--- src/rtl/delay_pipe_if.sv ---
// Upstream/downstream bundle for delay_pipe: per-cycle control and data in,
// oldest-stage tag/data and occupancy out.
interface delay_pipe_if #(
  parameter int WIDTH = 1,
  parameter int DELAY = 1
);
  localparam int CW = (DELAY < 1) ? 1 : $clog2(DELAY + 1);

  // Handshake: in_valid/din are sampled only on an advancing edge (no rst,
  // no flush, no stall); there is no ready, the producer holds its entry
  // while stall is high. out_valid/dout are not back-pressured and change
  // on every advancing edge whether or not the consumer took them.
  logic             stall;
  logic             flush;
  logic             in_valid;
  logic [WIDTH-1:0] din;
  logic             out_valid;
  logic [WIDTH-1:0] dout;
  logic [CW-1:0]    inflight;
  logic             empty;

  modport master (
    output stall, flush, in_valid, din,
    input  out_valid, dout, inflight, empty
  );

  modport slave (
    input  stall, flush, in_valid, din,
    output out_valid, dout, inflight, empty
  );
endinterface

--- src/rtl/delay_pipe.sv ---
// DELAY-stage data+valid pipeline with stall, flush, bubble tracking and a
// registered in-flight occupancy counter.
module delay_pipe #(
  parameter int               WIDTH      = 1,
  parameter int               DELAY      = 1,
  parameter logic [WIDTH-1:0] DEFAULT    = '0,
  parameter int               FLUSH_DATA = 1
) (
  input logic         clk,
  input logic         rst,
  delay_pipe_if.slave bus
);
  localparam int CW = (DELAY < 1) ? 1 : $clog2(DELAY + 1);

  generate
    if (DELAY == 0) begin : g_pass
      assign bus.out_valid = bus.in_valid;
      assign bus.dout      = bus.din;
      assign bus.inflight  = '0;
      assign bus.empty     = 1'b1;
    end else begin : g_pipe
      // Stage 0 is the output stage, stage DELAY-1 the entry stage.
      logic [DELAY-1:0] v_q, v_d;
      logic [WIDTH-1:0] d_q [DELAY];
      logic [WIDTH-1:0] d_d [DELAY];
      logic [CW-1:0]    cnt_q, cnt_d;

      always_comb begin
        v_d   = v_q;
        d_d   = d_q;
        cnt_d = cnt_q;
        if (bus.flush) begin
          v_d   = '0;
          cnt_d = '0;
          if (FLUSH_DATA != 0) begin
            for (int i = 0; i < DELAY; i++) d_d[i] = DEFAULT;
          end
        end else if (!bus.stall) begin
          for (int i = 0; i < DELAY - 1; i++) begin
            v_d[i] = v_q[i+1];
            d_d[i] = d_q[i+1];
          end
          v_d[DELAY-1] = bus.in_valid;
          d_d[DELAY-1] = bus.in_valid ? bus.din : DEFAULT;
          // Bounded by DELAY, so the modular add/sub never wraps in practice.
          cnt_d = cnt_q + CW'(bus.in_valid) - CW'(v_q[0]);
        end
      end

      always_ff @(posedge clk) begin
        if (rst) begin
          v_q   <= '0;
          cnt_q <= '0;
          for (int i = 0; i < DELAY; i++) d_q[i] <= DEFAULT;
        end else begin
          v_q   <= v_d;
          cnt_q <= cnt_d;
          for (int i = 0; i < DELAY; i++) d_q[i] <= d_d[i];
        end
      end

      assign bus.out_valid = v_q[0];
      assign bus.dout      = d_q[0];
      assign bus.inflight  = cnt_q;
      assign bus.empty     = (cnt_q == '0);

      a_inflight_popcount : assert property (
        @(posedge clk) disable iff (rst) int'(cnt_q) == $countones(v_q)
      );
    end
  endgenerate
endmodule

--- src/flat_wrapper.sv ---
// flat-port wrapper written by rule: the top's interface ports become plain ports
module delay_pipe_flat 
#(
  parameter int               WIDTH      = 1,
  parameter int               DELAY      = 1,
  parameter logic [WIDTH-1:0] DEFAULT    = '0,
  parameter int               FLUSH_DATA = 1
)
  (clk, rst, bus_stall, bus_flush, bus_in_valid, bus_din, bus_out_valid, bus_dout, bus_inflight, bus_empty);
  delay_pipe_if #(.WIDTH(WIDTH), .DELAY(DELAY)) bus_i ();
  input logic clk;
  input logic rst;
  input wire logic [$bits(bus_i.stall)-1:0] bus_stall;
  input wire logic [$bits(bus_i.flush)-1:0] bus_flush;
  input wire logic [$bits(bus_i.in_valid)-1:0] bus_in_valid;
  input wire logic [$bits(bus_i.din)-1:0] bus_din;
  output wire logic [$bits(bus_i.out_valid)-1:0] bus_out_valid;
  output wire logic [$bits(bus_i.dout)-1:0] bus_dout;
  output wire logic [$bits(bus_i.inflight)-1:0] bus_inflight;
  output wire logic [$bits(bus_i.empty)-1:0] bus_empty;
  assign bus_i.stall = bus_stall;
  assign bus_i.flush = bus_flush;
  assign bus_i.in_valid = bus_in_valid;
  assign bus_i.din = bus_din;
  assign bus_out_valid = bus_i.out_valid;
  assign bus_dout = bus_i.dout;
  assign bus_inflight = bus_i.inflight;
  assign bus_empty = bus_i.empty;
  delay_pipe #(.WIDTH(WIDTH), .DELAY(DELAY), .DEFAULT(DEFAULT), .FLUSH_DATA(FLUSH_DATA)) u_core (.clk(clk), .rst(rst), .bus(bus_i));
endmodule
--- config.mk ---
export PLATFORM = sky130hd
export DESIGN_NAME = delay_pipe_flat
export DESIGN_NICKNAME = d
export VERILOG_FILES = /design/src/rtl/delay_pipe_if.sv /design/src/rtl/delay_pipe.sv /design/src/flat_wrapper.sv
export SDC_FILE = /design/constraint.sdc
export NUM_CORES = 1
export LEC_CHECK = 0
export BUFFER_PORTS_ARGS = -buffer_cell sky130_fd_sc_hd__buf_2
export CAP_MARGIN = 20
export CORE_AREA = 2 2 39 41
export CTS_CLUSTER_DIAMETER = 50
export CTS_CLUSTER_SIZE = 30
export DETAILED_ROUTE_END_ITERATION = 6
export DIE_AREA = 0 0 41 43
export PLACE_DENSITY = 0.36
export SLEW_MARGIN = 20
export SYNTH_ARGS = -nofsm -noshare
export SYNTH_HDL_FRONTEND = slang
export SYNTH_SLANG_ARGS = --single-unit
--- constraint.sdc ---
create_clock -name clk -period 1.23 [get_ports clk]
set_input_delay 0 -clock clk [delete_from_list [all_inputs] [get_ports clk]]
set_output_delay 0 -clock clk [all_outputs]
set_load 0.02 [all_outputs]
* Word level (Yosys, flattened, before mapping)
Cells that the tools add are included.
** Word-level totals
- Flip-flop bits (word level) :: 3
- Bits of input ports :: 6
- Output and inout bits :: 4
- Word-level logic and storage cells :: 8
** Cells by class
- Add/subtract/negate cells :: 2
- Mux-type cells :: 1
- Bitwise operators :: 1
- Reduce and logical (&&, ||, !) cells :: 1
** Operators with widths (number)
- OR reduction 2 bit :: 1
- adder 1 bit :: 1
- two-way mux 1 bit :: 1
- inverter 1 bit :: 1
- subtractor 1 bit :: 1

* Depth between registers and ports, before layout
- Word-level depth :: 2
- Mapped depth :: 3
- Depth with buffers taken out :: 3

* Worst setup path after synthesis
Ideal clock, no wire load.
- Path kind :: register to register
- From :: register u_core.g_pipe.v_q, in the netlist u_core.bus.out_valid
- To :: register u_core.g_pipe.cnt_q, in the netlist u_core.bus.inflight
- Library setup time :: 0.070 ns
- Arrival :: 0.956 ns
- Data required time :: 1.160 ns
- Path slack :: 0.204 ns
- Stages on the path, launching flop included :: 4
- Buffers on the path :: 0
- Period minus slack after synthesis :: 1.026 ns
- Cells stage by stage :: dfxtp_1 > xnor2_1 > or3_1 > a21boi_1
** Between the ends
- Word-level cells in the longest chain between the ends :: 1
** RTL lines
- from (decl) :: line delay_pipe.sv:23 : logic [DELAY-1:0] v_q, v_d;
- from (signal assigned) :: line delay_pipe.sv:56 : v_q <= v_d;
- subtractor 1 bit :: line delay_pipe.sv:46 : cnt_d = cnt_q + CW'(bus.in_valid) - CW'(v_q[0]);
- to (signal assigned) :: line delay_pipe.sv:57 : cnt_q <= cnt_d;
- to (decl) :: line delay_pipe.sv:26 : logic [CW-1:0] cnt_q, cnt_d;
Every way passes these cells.
A chain may end at the register's enable or synchronous reset.

* Worst setup path in the final report
Ends and elaborated chain as after synthesis.

==> flow_metrics.tcl <==
set metrics [dict create \
    synthCells 14 \
    setup_viol 0 \
    stdcell_area_um2 239 \
    clkPwrFrac 0.545 \
    synth_edf_count 0 \
    yosys_warnings 0 \
    cts_root_buf "clkbuf_4" \
    num_rows 14 \
    synth_top_area_share 0.471 \
    port_buffers 9 \
    grt_pass1_vias 110 \
    grt.overflow.total 0 \
    critPathLaunchType "register" \
    post_drt_via_cell_ratio 3.27 \
    ant_nets 0 \
    rsz0062_at_grt "false" \
    internal_power_uw 242 \
    instances_no_fill 45 \
    drv_cap 0 \
    ys_types 12 \
    combinationalPowerShare 0.120 \
    slew_headroom 0.870 \
    dieArea_um2 1760 \
    dieWidth_um 41 \
    finalSetupTns_ps 0 \
    antenna_found_initial 0 \
    cp_max_fo 3 \
    hold_path_class "in -> reg" \
    fin_util 0.173 \
    grt_usage 0.0471 \
    core-area_um2 1380 \
    p_seq_frac 0.335 \
    drv_slew 0 \
    dr.pass1.iters 3 \
    async_reset_ff_frac 0 \
    remaining_drc_errors 0 \
    tightest_slew_ps 194 \
    io_pins 10 \
    seq_area_frac_synth 0.471 \
    swShare 0.215 \
    clkLatencyLatePin_ps 230 \
    cts_buffer_depth 2 \
    wl_per_cell_um 7.60 \
    fin_nets 36 \
    fin_hold_ws_ps 82.6 \
    clock_skew_ps 0.164 \
    max_freq_ghz 1.04 \
    final.min_clock_period_ps 958 \
    power_switching_uw 66.0 \
    peakVddDrop_uv 446 \
    postPlaceCellArea_um2 193 \
    insertedDiodeCount 0 \
    synth_seq_cells 3 \
    avgSynthCellArea_um2 9.12 \
    crit_arrival_ps 1120 \
    grt_pass1_wl_um 462 \
    leakagePower_nw 0.105 \
    dp_cells 39 \
    synthFlopType "dfxtp_1" \
    numCtsBuffers 3 \
    routed_wl_um 342 \
    synth.cell_area_um2 128 \
    drive_gt1_frac 0.414 \
    cts_resized 0 \
    die_h_um 43 \
    cp.required_ps 1390 \
    drt_iter0_drc 4 \
    status "complete, no violations" \
    syn_nets 20 \
    place.gp.congestion 0.550 \
    htree_levels 1 \
    fin_crit_sh 0.779 \
    start_util 0.0922 \
    ys_top_cells_by_area "dfxtp_1, xnor2_1, a21boi_1, a22oi_1, o21a_1" \
    cts_tree "built" \
    hold_violations 0 \
    cp-end-kind "register" \
    yosysMostFrequentCell "dfxtp_1" \
    grt_max_degree 6 \
    path_clk_slew_ps 30 \
    vias 147 \
    power_density_nw_per_um2 1290 \
    clock-sinks 3 \
    cts_setup_buffers 0 \
    syn2layout_area_growth_pct 87.3 \
    yosys.area.top_type "dfxtp_1" \
    path_class "reg -> reg" \
]
[cell families (layout without fill, tap and decap cells)]
group,count (synthesis),after routing,share of synthesized area
simple gates,5,5,0.216
compound gates,4,4,0.216
flops,3,3,0.471
xor+xnor,1,1,0.0686
buf+inv,1,16,0.0294
[power groups by stage]
stage	sequential (mW)	combinational, mW	clock, mW
final	0.103	0.0370	0.168
after global routing	0.103	0.0408	0.186
after detailed placement	0.104	0.0324	0
after CTS	0.103	0.0371	0.180
after global placement	0.104	0.0314	0
after floorplan	0.108	0.0123	0
[timing repair]
action	in CTS	in global routing
hold endpoints to repair	1	0
setup endpoints to repair	0	0
hold buffers	2	0
[final cells by class]
| type | instances | area (um2) |
|---|---|---|
| fillers | 158 | 1140 |
| repair buffers | 11 | 65.1 |
| multi-input cells | 10 | 63.8 |
| flip-flops and latches | 3 | 60.1 |
| clock buffers | 4 | 26.3 |
| well taps | 16 | 20.0 |
| inverters | 1 | 3.75 |
[through the flow]
step / power [mW] / setup WS, ps
3_3_place_gp: 0.136 / 307
3_5_place_dp: 0.137 / 277
6_report: 0.308 / 272
5_1_grt: 0.330 / 233
4_1_cts: 0.319 / 268
2_1_floorplan: 0.120 / 204
[layer usage]
layer | track usage | wire (um) | up-vias
li1 | - | - | 80
met1 | 0.0513 | 181 | 57
met2 | 0.0344 | 84 | 10
met3 | 0.0733 | 76 | 0
met4 | 0.0400 | 0 | 0
met5 | 0 | 0 | -
[worst max-delay path, cell delays in order (launching register included)]
cell and delay, ps:
dfxtp_1 320, xnor2_1 130, or3_1 310, a21boi_1 130
[layout by cell type (no fill, tap or decap)]
master         n
nor2b_1        1
dfxtp_1        3
a22oi_1        1
inv_1          1
o21ai_0        1
a21boi_1       1
clkbuf_4       3
nor2_1         1
xnor2_1        1
clkbuf_1       1
nor3_1         1
dlygate4sd3_1  2
and2_1         1
or3_1          1
o21a_1         1
buf_2          9
[final timing paths]
check / cells after the start / to / startpoint / slack [ps]
max: 3 / u_core.bus.inflight$_SDFFE_PP0N_ / u_core.bus.out_valid$_SDFFE_PP0N_ / 270
max reg2reg: 3 / u_core.bus.inflight$_SDFFE_PP0N_ / u_core.bus.out_valid$_SDFFE_PP0N_ / 270
min: 3 / u_core.bus.dout$_SDFFE_PP0N_ / bus_din / 80
min reg2reg: 2 / u_core.bus.inflight$_SDFFE_PP0N_ / u_core.bus.inflight$_SDFFE_PP0N_ / 500
[flip-flops by register name, summed over array words and instances (netlist names)]
name                  count
u_core.bus.dout           1
u_core.bus.inflight       1
u_core.bus.out_valid      1
Note: power is estimated with default switching activity, not from simulation.
